File: config.mk
export PLATFORM = sky130hd
export DESIGN_NAME = result_collector
export DESIGN_NICKNAME = d
export VERILOG_FILES = /design/src/rtl/result_collector_pkg.sv /design/src/rtl/result_collector_rr_arbiter.sv /design/src/rtl/result_collector.sv
export SDC_FILE = /design/constraint.sdc
export NUM_CORES = 1
export LEC_CHECK = 0
export BUFFER_PORTS_ARGS = -buffer_cell sky130_fd_sc_hd__buf_2
export CAP_MARGIN = 15
export CORE_MARGIN = 4
export CORE_UTILIZATION = 45
export DETAILED_ROUTE_END_ITERATION = 16
export GPL_TIMING_DRIVEN = 0
export PLACE_DENSITY = 0.83
export SLEW_MARGIN = 15
export SYNTH_ARGS = -nofsm -noshare
export SYNTH_HDL_FRONTEND = slang
export SYNTH_SLANG_ARGS = --single-unit
File: constraint.sdc
create_clock -name i_Clock -period 7.05 [get_ports i_Clock]
set_input_delay 1.0575 -clock i_Clock [delete_from_list [all_inputs] [get_ports i_Clock]]
set_output_delay 1.0575 -clock i_Clock [all_outputs]
set_load 0.03 [all_outputs]
File: src/rtl/result_collector_pkg.sv
// Shared definitions for the result collector and the control unit that feeds it.
// Holds the FSM encoding and the default sizing parameters.
package result_collector_pkg;

  localparam int DEFAULT_P               = 4;
  localparam int DEFAULT_INDEX_WIDTH     = 8;
  localparam int DEFAULT_MEMORY_SIZE_LOG = 10;

  typedef enum logic [2:0] {
    IDLE,
    ARBITRATE,
    WRITE,
    ACK,
    FINISH
  } state_t;

endpackage

File: src/rtl/result_collector_rr_arbiter.sv
// Combinational round-robin arbiter. It picks the first request at or after the
// pointer and wraps modulo p.
module rr_arbiter #(
  parameter int p         = 4,
  parameter int ptr_width = (p > 1) ? $clog2(p) : 1
) (
  input  logic [p-1:0]         i_Request,
  input  logic [ptr_width-1:0] i_Pointer,
  output logic [ptr_width-1:0] o_Grant_Index,
  output logic                 o_Grant_Valid
);

  logic                 found;
  logic [ptr_width-1:0] cand;

  // NOTE: every output and temporary gets a default first, so no path through
  // this block can infer a latch.
  always_comb begin
    found         = 1'b0;
    cand          = '0;
    o_Grant_Index = '0;
    for (int i = 0; i < p; i++) begin
      cand = ptr_width'((int'(i_Pointer) + i) % p);
      if (!found && i_Request[cand]) begin
        found         = 1'b1;
        o_Grant_Index = cand;
      end
    end
    o_Grant_Valid = found;
  end

endmodule

File: src/rtl/result_collector.sv
// Gathers finished result blocks from the processors assigned in a round and writes
// them row-major into matrix C. Each processor is acked, then Result Ready pulses once.
module result_collector
  import result_collector_pkg::*;
#(
  parameter int p               = DEFAULT_P,
  parameter int index_width     = DEFAULT_INDEX_WIDTH,
  parameter int block_size      = 2,
  parameter int data_width      = 32,
  parameter int memory_size_log = DEFAULT_MEMORY_SIZE_LOG
) (
  input  logic                                  i_Clock,
  input  logic                                  i_Reset,
  input  logic                                  i_Round_Start,
  input  logic [p-1:0]                          i_Active_Mask,
  input  logic [index_width-1:0]                i_Gamma,
  input  logic [memory_size_log-1:0]            i_C_Base_Address,
  input  logic [p-1:0]                          i_Proc_Done,
  input  logic [p*index_width-1:0]              i_Proc_Row,
  input  logic [p*index_width-1:0]              i_Proc_Col,
  input  logic [p*data_width-1:0]               i_Proc_Word,
  output logic [$clog2(block_size*block_size)-1:0] o_Elem_Index,
  output logic [p-1:0]                          o_Proc_Ack,
  output logic                                  o_Mem_Write_Enable,
  output logic [memory_size_log-1:0]            o_Mem_Addr,
  output logic [data_width-1:0]                 o_Mem_Data,
  output logic                                  o_Result_Ready,
  output logic                                  o_Busy,
  output logic                                  o_Overlap_Error
);

  localparam int elems     = block_size * block_size;
  localparam int cnt_width = $clog2(elems);
  localparam int ptr_width = (p > 1) ? $clog2(p) : 1;
  localparam int aw        = memory_size_log;

  state_t                 r_State, w_Next_State;
  logic [p-1:0]           r_Pending;
  logic [ptr_width-1:0]   r_Pointer, r_Grant;
  logic [index_width-1:0] r_Row, r_Col;
  logic [cnt_width-1:0]   r_Cnt;
  logic                   r_Overlap_Error;

  logic [ptr_width-1:0]   w_Arb_Index;
  logic                   w_Arb_Valid;
  logic [p-1:0]           w_Grant_Mask;
  logic                   w_Last_Elem;
  logic [aw-1:0]          w_Elem_Row, w_Elem_Col, w_Addr;

  rr_arbiter #(.p(p), .ptr_width(ptr_width)) u_arbiter (
    .i_Request     (r_Pending & i_Proc_Done),
    .i_Pointer     (r_Pointer),
    .o_Grant_Index (w_Arb_Index),
    .o_Grant_Valid (w_Arb_Valid)
  );

  assign w_Grant_Mask = p'(1) << r_Grant;
  assign w_Last_Elem  = (r_Cnt == cnt_width'(elems - 1));

  // Working modulo 2^aw throughout gives the same bits as full precision then truncation.
  assign w_Elem_Row = aw'(int'(r_Cnt) / block_size);
  assign w_Elem_Col = aw'(int'(r_Cnt) % block_size);
  assign w_Addr     = i_C_Base_Address
                    + (aw'(r_Row) * aw'(block_size) + w_Elem_Row) * (aw'(i_Gamma) * aw'(block_size))
                    + aw'(r_Col) * aw'(block_size) + w_Elem_Col;

  // NOTE: non-blocking assignments for all registered state, so every register
  // updates from pre-edge values regardless of statement order.
  always_ff @(posedge i_Clock) begin
    if (i_Reset) begin
      r_State         <= IDLE;
      r_Pending       <= '0;
      r_Pointer       <= '0;
      r_Grant         <= '0;
      r_Row           <= '0;
      r_Col           <= '0;
      r_Cnt           <= '0;
      r_Overlap_Error <= 1'b0;
    end else begin
      r_State <= w_Next_State;
      if (i_Round_Start && r_State != IDLE) r_Overlap_Error <= 1'b1;
      case (r_State)
        IDLE:      if (i_Round_Start) r_Pending <= i_Active_Mask;
        ARBITRATE: if (w_Arb_Valid) begin
          r_Grant <= w_Arb_Index;
          r_Row   <= i_Proc_Row[int'(w_Arb_Index)*index_width +: index_width];
          r_Col   <= i_Proc_Col[int'(w_Arb_Index)*index_width +: index_width];
          r_Cnt   <= '0;
        end
        WRITE:     r_Cnt <= r_Cnt + cnt_width'(1);
        ACK: begin
          r_Pending <= r_Pending & ~w_Grant_Mask;
          r_Pointer <= (r_Grant == ptr_width'(p - 1)) ? '0 : r_Grant + ptr_width'(1);
        end
        default: ;
      endcase
    end
  end

  always_comb begin
    w_Next_State       = r_State;
    o_Elem_Index       = '0;
    o_Proc_Ack         = '0;
    o_Mem_Write_Enable = 1'b0;
    o_Mem_Addr         = '0;
    o_Mem_Data         = '0;
    o_Result_Ready     = 1'b0;
    case (r_State)
      IDLE:      if (i_Round_Start) w_Next_State = (i_Active_Mask == '0) ? FINISH : ARBITRATE;
      ARBITRATE: if (w_Arb_Valid) w_Next_State = WRITE;
      WRITE: begin
        o_Elem_Index       = r_Cnt;
        o_Mem_Write_Enable = 1'b1;
        o_Mem_Addr         = w_Addr;
        o_Mem_Data         = i_Proc_Word[int'(r_Grant)*data_width +: data_width];
        if (w_Last_Elem) w_Next_State = ACK;
      end
      ACK: begin
        o_Proc_Ack   = w_Grant_Mask;
        w_Next_State = ((r_Pending & ~w_Grant_Mask) == '0) ? FINISH : ARBITRATE;
      end
      FINISH: begin
        o_Result_Ready = 1'b1;
        w_Next_State   = IDLE;
      end
      default: w_Next_State = IDLE;
    endcase
  end

  assign o_Busy          = (r_State != IDLE);
  assign o_Overlap_Error = r_Overlap_Error;

endmodule

---- Word-level counts from Yosys, hierarchy flattened ----
Index checks and enable logic that the tools add are counted.
storage, ports and cells
  bits in registers ....................... 30
  latch bits .............................. 0
  memory bits (writable) .................. 0
  bits in read-only memories .............. 0
  input bits .............................. 221
  word-level logic and storage cells ...... 88
  memories kept ........................... 0
operators by class
  $add $sub $neg .......................... 9
  multiply operators ...................... 1
  divide/modulo/power cells ............... 0
  $lt $le $gt $ge ......................... 4
  equal/unequal tests ..................... 9
  shift-type cells ........................ 4
  multiplexer cells ....................... 33
  bitwise gates (word level) .............. 3
  reduce and logical (&&, ||, !) cells .... 17
operators by type and width
  operator               number
  $shiftx A128 B8 Y32    1
  $shiftx A32 B6 Y8      2
  $mux W32               1
  $mux W3                5
  $mux W2                7
  $lt A2 B3 Y1 const B   4
  $pmux W3 S4            1
  $add A10 B1 Y10        1
  $add A10 B10 Y10       1
  $add A10 B9 Y10        1
  $add A9 B1 Y10         1
  $mul A10 B8 Y9         1
  $mux W1                10
  $mux W10               1
  $and A4 B4 Y4          2
  $bmux W1 S2            4
  $logic_not A4 Y1       2
  $mux W4                2
  $pmux W4 S2            1
  $add A2 B1 Y2 const B  3
  $eq A3 B2 Y1 const B   2
  $reduce_and A2 Y1      3
  $add A2 B2 Y2 const B  2
  $eq A2 B2 Y1 const B   2
  13 further kinds       20

---- Logic depth before layout (Yosys ltp) ----
  depth in word-level cells ............... 15
  mapped depth ............................ 21

---- Cells and area by module ----
A second synthesis with hierarchy kept.
unflattened totals
  cell total of the unflattened synthesis .. 485
  area total of the unflattened synthesis .. 4458.0 um2
modules (own cells, without submodules)
  module            instances  cells each  area an instance (um2)  sequential area each (um2)
  result_collector  1          470         4380.5                  600.6
  rr_arbiter        1          15          77.6                    0.0

---- Worst setup path after synthesis ----
No wires, ideal clock.
  path type ............................... input port to output port
  start point ............................. in i_Gamma[7]
  end point ............................... out o_Mem_Addr[9]
  arrival time ............................ 5572 ps
  data required time ...................... 5992 ps
  setup slack ............................. 421 ps
  stages .................................. 18
  path buffers ............................ 0
  path through ............................ nand2_1 fa_1 inv_1 fa_1 fa_1 inv_1 fa_1 inv_1 ha_1 xor2_1 fa_1 xor2_1 xnor2_1 xnor2_1 xnor3_1 xnor2_1 xnor2_1 nor2_1
between the ends
  cells in the longest elaborated chain, start to end .. 5
RTL lines
  item                line                     source
  start: declaration  result_collector.sv:16   input logic [index_width-1:0] i_Gamma,
  $mul A10 B8 Y9      result_collector.sv:64   + (aw'(r_Row) * aw'(block_size) + w_Elem_Row) * (aw'(i_Gamma) * aw'(block_size))
  $add A10 B10 Y10    result_collector.sv:64
  $add A10 B9 Y10     result_collector.sv:65   + aw'(r_Col) * aw'(block_size) + w_Elem_Col;
  $add A10 B1 Y10     result_collector.sv:65
  $mux W10            result_collector.sv:108  case (r_State)
  end: declaration    result_collector.sv:25   output logic [memory_size_log-1:0] o_Mem_Addr,
No other way between the ends.

---- Final worst setup path ----
  start point ............................. in i_Gamma[2]
  end point ............................... out o_Mem_Addr[9]
The elaborated chain is that of the path after synthesis.

==> results.ini <==
[cts]
htree_levels=2
post-cts-setup-buffers=0
cts_buffer_depth=2
clk_pin_slew_ns=0.06
clockRootBuffer=clkbuf_8
worstSkewPairLatency_ns=0.28
cts_buffers=5
clkSinkCount=30
cts_tree=built

[placement]
place_hpwl_um=14800
io_buffers=271
gp_congestion=0.989

[power]
power_w=0.000762
p_per_area_nw_per_um2=125
ir_drop_v=0.000131
p_leak_nw=3.09

[timing]
finalCritPeriodShare=0.968
whs_ns=0.482
worst_pin_slew_ns=0.713
slew_headroom=0.525
max_freq_mhz=147
worst_clock_skew_ns=0.00410
setup_violations=0
hold_viol_final=0
tns_ns=0
period_minus_slack_ns=6.82
slew_violations=0

[global_routing]
grt_pass1_wl_um=25800
grt_antenna_before_repair=1
grt_overflow=0
grt_max_degree=12
grt_pass1_vias=5039
top_usage_layer=met2
met3_usage=0.0468
gr-usage-met2=0.474
track_usage=0.284
gr-usage-met1=0.385

[synth]
synthSimpleGateAreaFrac=0.174
synth-adder-area-share=0.207
synth.distinct_cells=47
syn_nets=741
synth_compound_area_frac=0.0956
synth_warnings=0
synthMuxAreaShare=0.264
seq_area_frac_synth=0.134
synthXorXnorAreaFrac=0.0518
synth_top_family_by_area=multiplexers
synth-seq-cells=30
syn_area_um2=4490
syn_inst=462
syn_area_per_cell_um2=9.72

[setup_path]
worst-path-buf-inv=4
required_ns=5.99
critPathSlowestCell=fa_1
cpMostUsedCell=fa_1
crit_family=adder cells
path_max_fanout=7
critPathLaunchType=input port
endpoint_kind=primary output
path_class=in -> out
cp_cell_sequence=buf_2 > and2_1 > fa_1 > fa_1 > fa_1 > inv_1 > fa_1 > inv_1 > ha_1 > xor2_1 > fa_2 > xor2_1 > xnor2_1 > xnor2_1 > xnor3_1 > xnor2_2 > xnor2_1 > nor2_1 > buf_4
critPathMaxStageDelay_ns=0.55
arrival_ns=5.77

[floorplan]
io_pins=273
rows=36
die_h_um=108
die_area_um2=11600
die_w_um=108
core_region_area_um2=9730
start_util=0.461

[finish]
num-fill-cells=872
regArea_um2=601
synthToLayoutAreaGrowth_pct=36.3
multi_input_area_um2=3570
nets=1019
layout_commonest_cell=buf_2
drive_gt1_frac=0.451
most-common-layout-cells=buf_2, and2_1, inv_1

[detailed_routing]
wl_per_cell_um=19.0
drt-total-wl_um=16600
drc_errors=0
first_pass_iters=5
viasPerCell=5.32
drt_iter0_drc=199
vias=4659
ant_nets=0

[min_path]
hp-class=reg -> reg

[job]
drv_cap=0

[status]
status=finished, final reports clean

-- what timing repair did --
action | CTS | global route
endpoints found under the setup margin | 0 | 1
hold buffers | 0 | 0
gates resized for setup | 0 | 4
-- cell usage after synthesis, drive strengths merged --
master | count | area (um^2)
a2111oi | 1 | 8.76
nand2b | 1 | 6.26
and3b | 1 | 8.76
o21bai | 3 | 22.5
a221oi | 1 | 26.3
fa | 27 | 541
nor2 | 38 | 155
ha | 31 | 388
xnor2 | 18 | 158
nor3 | 3 | 26.3
a222oi | 1 | 10.0
a31oi | 1 | 6.26
clkbuf | 12 | 45.0
mux4 | 41 | 957
inv | 56 | 210
nand4 | 1 | 6.26
nand3b | 1 | 7.51
nand3 | 3 | 15.0
xor2 | 6 | 52.6
xnor3 | 1 | 22.5
and4 | 1 | 8.76
buf | 11 | 75.1
nor4 | 1 | 6.26
mux2i | 23 | 230
nand2 | 28 | 108
dfxtp | 30 | 601
o21ai | 9 | 45.0
a22oi | 4 | 30.0
o21a | 1 | 7.51
a21oi | 20 | 108
or3 | 1 | 6.26
or3b | 2 | 20.0
and2 | 65 | 407
a22o | 16 | 143
a21o | 3 | 22.5
-- cell type report --
class / count / area share
sequential: 30 / 0.0982
multi-input combinational: 353 / 0.583
timing repair buffer: 271 / 0.222
buffer: 23 / 0.0196
clock buffer: 7 / 0.0141
clock inverter: 1 / 0.000818
inverter: 56 / 0.0344
tap: 133 / 0.0272
antenna: 1 / 0.000409
-- through the flow --
| step | utilization | worst slack, ns | area (um^2) | std cells |
|---|---|---|---|---|
| after floorplan | - | 0.421 | 4490 | 462 |
| after global placement | 0.618 | 0.260 | 6010 | 866 |
| after detailed placement | 0.618 | 0.161 | 6010 | 866 |
| after CTS | 0.627 | 0.158 | 6100 | 874 |
| after global routing | 0.629 | -0.0151 | 6120 | 875 |
| final | 0.629 | 0.226 | 6120 | 875 |
-- flip-flops by register name, summed over array words and instances, names as in the netlist --
name,cells
r_Col,8
r_Row,8
r_Pending,4
r_State,3
r_Cnt,2
r_Grant,2
r_Pointer,2
o_Overlap_Error,1
-- power breakdown --
part	leakage (nW)	switching (W)	internal [W]
Clock	0.0482	0.0000607	0.0000786
Sequential	0.243	0.0000166	0.000184
Combinational	2.80	0.000224	0.000198
-- final timing paths --
check	start	to	slack, ns	depth (start not counted)
hold reg to reg	r_Col[2]	r_Col[2]	0.48	1
setup / recovery	i_Gamma[2]	o_Mem_Addr[9]	0.23	19
setup reg to reg	r_Grant[0]	r_State[0]	4.58	11
hold / removal	r_Col[2]	r_Col[2]	0.48	1
-- metal layers --
| metal | part of all wire | wire length, um |
|---|---|---|
| met4 | 0.022 | 374 |
| met3 | 0.072 | 1190 |
| met1 | 0.43 | 7110 |
| met2 | 0.48 | 7960 |
| met5 | 0 | 0 |
-- cell families after synthesis --
kind of cell / after synthesis
DFF: 30
xor gates and xnor gates: 25
adders and majority gates: 58
buffers and inverters: 79
and+or+nand+nor: 146
muxes: 64
AOI/OAI and AO/OA: 60
(Power assumes the default switching activity.)
